## config.mk

```make
export PLATFORM = sky130hd
export DESIGN_NAME = id_ex_pipeline_reg
export DESIGN_NICKNAME = d
export VERILOG_FILES = /design/src/rtl/id_ex_pipeline_reg.sv
export SDC_FILE = /design/constraint.sdc
export NUM_CORES = 1
export LEC_CHECK = 0
export ABC_AREA = 1
export BUFFER_PORTS_ARGS = -buffer_cell sky130_fd_sc_hd__buf_2
export CORE_AREA = 2 2 128 130
export CTS_CLUSTER_DIAMETER = 50
export DETAILED_ROUTE_END_ITERATION = 10
export DIE_AREA = 0 0 130 132
export GPL_TIMING_DRIVEN = 0
export PLACE_DENSITY = 0.8
export REMOVE_ABC_BUFFERS = 1
export SKIP_LAST_GASP = 1
export SYNTH_ARGS = -nofsm -noshare
export SYNTH_HDL_FRONTEND = slang
export SYNTH_SLANG_ARGS = --single-unit
```

## constraint.sdc

```tcl
create_clock -name clk -period 1.7 [get_ports clk]
set_input_delay 0.255 -clock clk [delete_from_list [all_inputs] [get_ports clk]]
set_output_delay 0.255 -clock clk [all_outputs]
set_load 0.005 [all_outputs]
```

## src/rtl/id_ex_pipeline_reg.sv

```systemverilog
// ID/EX pipeline register with load-use hazard detection and a saturating bubble counter.
// Latency: one cycle ID->EX; flush squashes, hold freezes, hazard inserts one bubble and raises stall.
module id_ex_pipeline_reg (
    input  logic        clk,
    input  logic        rst_n,
    input  logic [4:0]  rs1_id,
    input  logic [4:0]  rs2_id,
    input  logic [4:0]  rd_id,
    input  logic [31:0] rs1_data_id,
    input  logic [31:0] rs2_data_id,
    input  logic [31:0] imm_id,
    input  logic [31:0] pc_id,
    input  logic        RegWrite_id,
    input  logic        MemRead_id,
    input  logic        MemWrite_id,
    input  logic        MemtoReg_id,
    input  logic        ALUSrc_id,
    input  logic        Branch_id,
    input  logic [1:0]  ALUOp_id,
    input  logic        uses_rs2_id,
    input  logic        valid_id,
    input  logic        flush,
    input  logic        hold,
    output logic [4:0]  rs1_ex,
    output logic [4:0]  rs2_ex,
    output logic [4:0]  rd_ex,
    output logic [31:0] rs1_data_ex,
    output logic [31:0] rs2_data_ex,
    output logic [31:0] imm_ex,
    output logic [31:0] pc_ex,
    output logic        RegWrite_ex,
    output logic        MemRead_ex,
    output logic        MemWrite_ex,
    output logic        MemtoReg_ex,
    output logic        ALUSrc_ex,
    output logic        Branch_ex,
    output logic [1:0]  ALUOp_ex,
    output logic        uses_rs2_ex,
    output logic        valid_ex,
    output logic        stall,
    output logic [15:0] stall_count
);

    typedef struct packed {
        logic [4:0]  rs1;
        logic [4:0]  rs2;
        logic [4:0]  rd;
        logic [31:0] rs1_data;
        logic [31:0] rs2_data;
        logic [31:0] imm;
        logic [31:0] pc;
        logic        reg_write;
        logic        mem_read;
        logic        mem_write;
        logic        mem_to_reg;
        logic        alu_src;
        logic        branch;
        logic [1:0]  alu_op;
        logic        uses_rs2;
        logic        valid;
    } idex_t;

    idex_t       id_s;
    idex_t       ex_q, ex_d;
    logic [15:0] stall_count_q, stall_count_d;
    logic        hazard;

    assign id_s = {rs1_id, rs2_id, rd_id, rs1_data_id, rs2_data_id, imm_id, pc_id,
                   RegWrite_id, MemRead_id, MemWrite_id, MemtoReg_id, ALUSrc_id, Branch_id,
                   ALUOp_id, uses_rs2_id, valid_id};

    // rd==0 never carries a real result, so a load to x0 cannot create a dependency
    assign hazard = ex_q.valid & ex_q.mem_read & (ex_q.rd != 5'd0) & valid_id &
                    ((ex_q.rd == rs1_id) | (uses_rs2_id & (ex_q.rd == rs2_id)));

    assign stall = (hazard | hold) & ~flush;

    always_comb begin
        ex_d          = ex_q;
        stall_count_d = stall_count_q;
        if (flush) begin
            ex_d = '0;
        end else if (!hold) begin
            ex_d = id_s;
            // bubble: strip everything the forwarding unit or EX could act on
            if (hazard || !valid_id) begin
                ex_d.rd         = 5'd0;
                ex_d.reg_write  = 1'b0;
                ex_d.mem_read   = 1'b0;
                ex_d.mem_write  = 1'b0;
                ex_d.mem_to_reg = 1'b0;
                ex_d.alu_src    = 1'b0;
                ex_d.branch     = 1'b0;
                ex_d.alu_op     = 2'b00;
                ex_d.valid      = 1'b0;
            end
            if (hazard && (stall_count_q != 16'hFFFF)) begin
                stall_count_d = stall_count_q + 16'd1;
            end
        end
    end

    always_ff @(posedge clk or negedge rst_n) begin
        if (!rst_n) begin
            ex_q          <= '0;
            stall_count_q <= 16'd0;
        end else begin
            ex_q          <= ex_d;
            stall_count_q <= stall_count_d;
        end
    end

    assign rs1_ex      = ex_q.rs1;
    assign rs2_ex      = ex_q.rs2;
    assign rd_ex       = ex_q.rd;
    assign rs1_data_ex = ex_q.rs1_data;
    assign rs2_data_ex = ex_q.rs2_data;
    assign imm_ex      = ex_q.imm;
    assign pc_ex       = ex_q.pc;
    assign RegWrite_ex = ex_q.reg_write;
    assign MemRead_ex  = ex_q.mem_read;
    assign MemWrite_ex = ex_q.mem_write;
    assign MemtoReg_ex = ex_q.mem_to_reg;
    assign ALUSrc_ex   = ex_q.alu_src;
    assign Branch_ex   = ex_q.branch;
    assign ALUOp_ex    = ex_q.alu_op;
    assign uses_rs2_ex = ex_q.uses_rs2;
    assign valid_ex    = ex_q.valid;
    assign stall_count = stall_count_q;

endmodule

```

==> summary.txt <==
Floorplanning
  – Width of the chip: 130 um
  – Area of the core: 15710 um2
  – Initial standard-cell utilization of the core: 42.63%
  – Top-Level Pins: 327
  – Cell Rows: 46
  – Die height: 132 um
  – Floorplan die area: 17160 um2

STA
  – Final sum of negative setup slack: -0.1846 ns
  – Period minus WS final: 1.885 ns
  – Tightest Pin Transition: 0.7847 ns
  – Unrepaired setup endpoints after global routing: true
  – Final Max Tran Viols: 0
  – Fmax achieved: 0.5306 GHz
  – Smallest hold slack: 0.05904 ns
  – Post-route clock skew: 0.008338 ns
  – Post-route setup slack: -0.1846 ns
  – Rel. slew slack: 47.56%
  – Number of hold-slack violations in the final timing report: 0
  – Number of setup violations in the final report: 1
  – Tcrit/Tclk final: 110.9%

Power and ir drop
  – Leakage: 5.190 nW
  – Worst supply voltage drop on vdd: 0.0006620 V
  – Power density of the placed cells: 973.9 nW/um2
  – Total power: 0.009104 W

Route
  – Wire length after detailed routing: 19020 um
  – Highest routed layer: met4
  – Number of design rule violations left after detail routing: 0
  – Length of the first detailed-routing pass in iterations: 4
  – Wire per inst: 16.49 um
  – Total length of routed met3 wires: 1348 um
  – Detail Route met2 WL: 9479 um
  – Post-DRT Antenna Nets: 0
  – Count of routing violations after the opening detailed-route iteration: 297
  – Vias per cell: 5.110
  – Routed met1 length: 7739 um
  – Via Count: 5892

Setup path
  – Launch instance of the worst register-to-register path: rd_ex[4]$_DFFE_PN0P_
  – Kind of critical path: register to output port
  – Number of cells on the worst reg-to-reg path: 9
  – Required time of the critical path: 1.44 ns
  – Category of the worst setup path launch point: register
  – Largest driver fanout on the critical path: 4
  – Worst Setup End Kind: output port
  – Capture instance of the worst register-to-register path: stall_count[10]$_DFFE_PN0P_
  – Data arrival time of the critical path: 1.63 ns
  – Register-to-register path setup slack: 0.03 ns

Global routing
  – Largest net degree at the start of global routing: 98
  – Initial antenna violation count: 2
  – Wire length of the first global-routing pass: 29720 um
  – Grt ovf: 0
  – Global-route total usage across every layer: 22.01%
  – Vias in the first global route: 5776

Hold path
  – Min-Delay Startpoint: MemWrite_id
  – Cells on Worst Hold Path: 3
  – Worst min path class: input port to register
  – Worst Hold End: MemWrite_ex$_DFFE_PN0P_

Layout
  – Most common library cell in the layout ignoring fill and taps: sky130_fd_sc_hd__buf_2
  – Filler-free cell count of the finished design: 1153
  – Number of nets at the end of the flow: 1080
  – Number of fillers in the final layout: 1322
  – Top library cells by usage in the layout, fill and taps aside: 325 x sky130_fd_sc_hd__buf_2, 164 x sky130_fd_sc_hd__dfrtp_1, 130 x sky130_fd_sc_hd__a22o_1
  – Fraction of layout instances using a drive strength above 1: 42.99%
  – Area growth from synthesis to layout: 39.57%
  – Final instance area: 9348 um2

Status
  – Violated checks: negative setup slack
  – Status: complete, but fails checks

Synthesis
  – Post-synthesis sequential area ratio: 63.14%
  – Yosys warnings: 0
  – Synthesized netlist cell count: 591
  – Post-synth cell types: 21
  – Mean instance size in the synthesized netlist: 11.33 um2
  – Flops & latches, synth: 169
  – Synthesized area: 6698 um2

Job
  – Maximum Capacitance Violations: 0

Placed design
  – Area post-placement: 8602 um2
  – Final HPWL DP: 13490 um
  – Number of I/O port buffers: 326
  – Placed Instances: 1104
  – RD Place Congestion: 0.7951

Clock tree
  – Total number of H-tree levels: 4
  – Clock root buffer: sky130_fd_sc_hd__clkbuf_16
  – Clock sinks: 169
  – Worst-path clk slew: 0.07 ns
  – Inserted Clock Buffers: 17
  – Maximum number of buffers from clock root to sink: 2
  – Clock network latency to the later pin of the worst-skew pair: 0.42 ns
  – Clock tree from TritonCTS: yes
==> sequential cells by signal, summed over array words and instances (netlist names), 2 cells and up <==
signal       flops
pc_ex           32
ALUOp_ex         2
stall_count     16
rd_ex            5
rs1_data_ex     32
imm_ex          32
rs2_data_ex     32
rs1_ex           5
rs2_ex           5
==> synthesized netlist by cell type <==
cell type                    n  area share [%]
sky130_fd_sc_hd__nor2_2      3            0.28
sky130_fd_sc_hd__nand2_4     1            0.17
sky130_fd_sc_hd__nor2_4      1            0.17
sky130_fd_sc_hd__xor2_1      3            0.39
sky130_fd_sc_hd__dfrtp_1   169              63
sky130_fd_sc_hd__nand3_4     2            0.52
sky130_fd_sc_hd__ha_1        1            0.19
sky130_fd_sc_hd__nor2_1     23             1.3
sky130_fd_sc_hd__inv_2       5            0.28
sky130_fd_sc_hd__nand4_1    23             2.1
sky130_fd_sc_hd__inv_1      25             1.4
sky130_fd_sc_hd__nand2_2     1           0.093
sky130_fd_sc_hd__xnor2_1     5            0.65
sky130_fd_sc_hd__nand2_1   127             7.1
sky130_fd_sc_hd__clkbuf_1   16            0.90
sky130_fd_sc_hd__a22o_1    130              17
sky130_fd_sc_hd__o21ai_0    13            0.97
sky130_fd_sc_hd__buf_2      18             1.3
sky130_fd_sc_hd__buf_1       1           0.056
sky130_fd_sc_hd__buf_6       1            0.17
sky130_fd_sc_hd__nand3_1    23             1.7
==> area by class of cell <==
class | instances | area [um2] | area share (%)
Clock buffer | 19 | 432.9 | 4.631
Timing Repair Buffer | 347 | 1897 | 20.29
Tap cell | 216 | 270.3 | 2.891
Inverter | 30 | 115.1 | 1.231
Sequential cell | 169 | 4235 | 45.31
Antenna cell | 2 | 5.005 | 0.05354
Clock inverter | 13 | 142.6 | 1.526
Multi-Input combinational cell | 357 | 2250 | 24.07
==> worst max-delay path: stages, from the launching register on <==
cell	delay [ns]
sky130_fd_sc_hd__dfrtp_2	0.44
sky130_fd_sc_hd__nand2_1	0.09
sky130_fd_sc_hd__nand2_1	0.06
sky130_fd_sc_hd__nor2_1	0.13
sky130_fd_sc_hd__nand3_2	0.10
sky130_fd_sc_hd__nand2_4	0.11
sky130_fd_sc_hd__nand2_8	0.05
sky130_fd_sc_hd__o21ai_1	0.10
sky130_fd_sc_hd__buf_2	0.12
==> metrics by stage <==
stage,utilization (%),worst slack [ns]
2_1_floorplan,-,-2.416
3_3_place_gp,53.68,-5.082
3_5_place_dp,54.75,-0.7090
4_1_cts,59.37,-0.2066
5_1_grt,59.49,-0.2727
6_report,59.49,-0.1846
==> where the power goes <==
part / internal, W / switching (W) / total [W]
Sequential: 0.00422 / 0.000111 / 0.00433
Combinational: 0.000469 / 0.000482 / 0.000950
Clock: 0.00218 / 0.00164 / 0.00382
==> repair_timing <==
| item | 4_1_cts | 5_1_grt |
|---|---|---|
| pin swaps | 6 | 2 |
| hold buffers | 1 | 0 |
| cloned | 1 | 0 |
| endpoints found under the setup margin | 31 | 17 |
| resized for setup | 16 | 2 |
| endpoints found under the hold margin | 96 | 0 |
| setup buffers | 12 | 1 |
==> per-layer routing <==
metal,up-vias,track usage [%]
met4,0,8.124
met3,28,5.519
met2,234,36.88
li1,2769,-
met1,2861,27.42
met5,-,0
==> logic make-up (layout without fill, tap and decap cells) <==
kind of cell / after synthesis / count (layout) / share of synthesized area [%]
AND/OR/NAND/NOR: 204 / 205 / 13.51
flip-flops: 169 / 169 / 63.14
AO/OA/AOI/OAI: 143 / 143 / 17.97
buffers and inverters: 66 / 409 / 4.147
XOR/XNOR: 8 / 8 / 1.046
adder cells (fa/ha/maj): 1 / 1 / 0.1868
other: 0 / 2 / 0
==> how the worst max path moves through the flow <==
| stage | start | endpoint | slack, ns |
|---|---|---|---|
| after floorplan | flush | ALUOp_ex[0]$_DFFE_PN0P_ | -2.42 |
| final | rd_ex[4]$_DFFE_PN0P_ | stall | -0.18 |
| after global placement | flush | ALUOp_ex[1]$_DFFE_PN0P_ | -5.08 |
| after CTS | rd_ex[1]$_DFFE_PN0P_ | stall | -0.21 |
| after global routing | rd_ex[0]$_DFFE_PN0P_ | stall | -0.27 |
| after detailed placement | flush | ALUOp_ex[1]$_DFFE_PN0P_ | -0.71 |
Note: power is estimated with default switching activity, not from simulation.
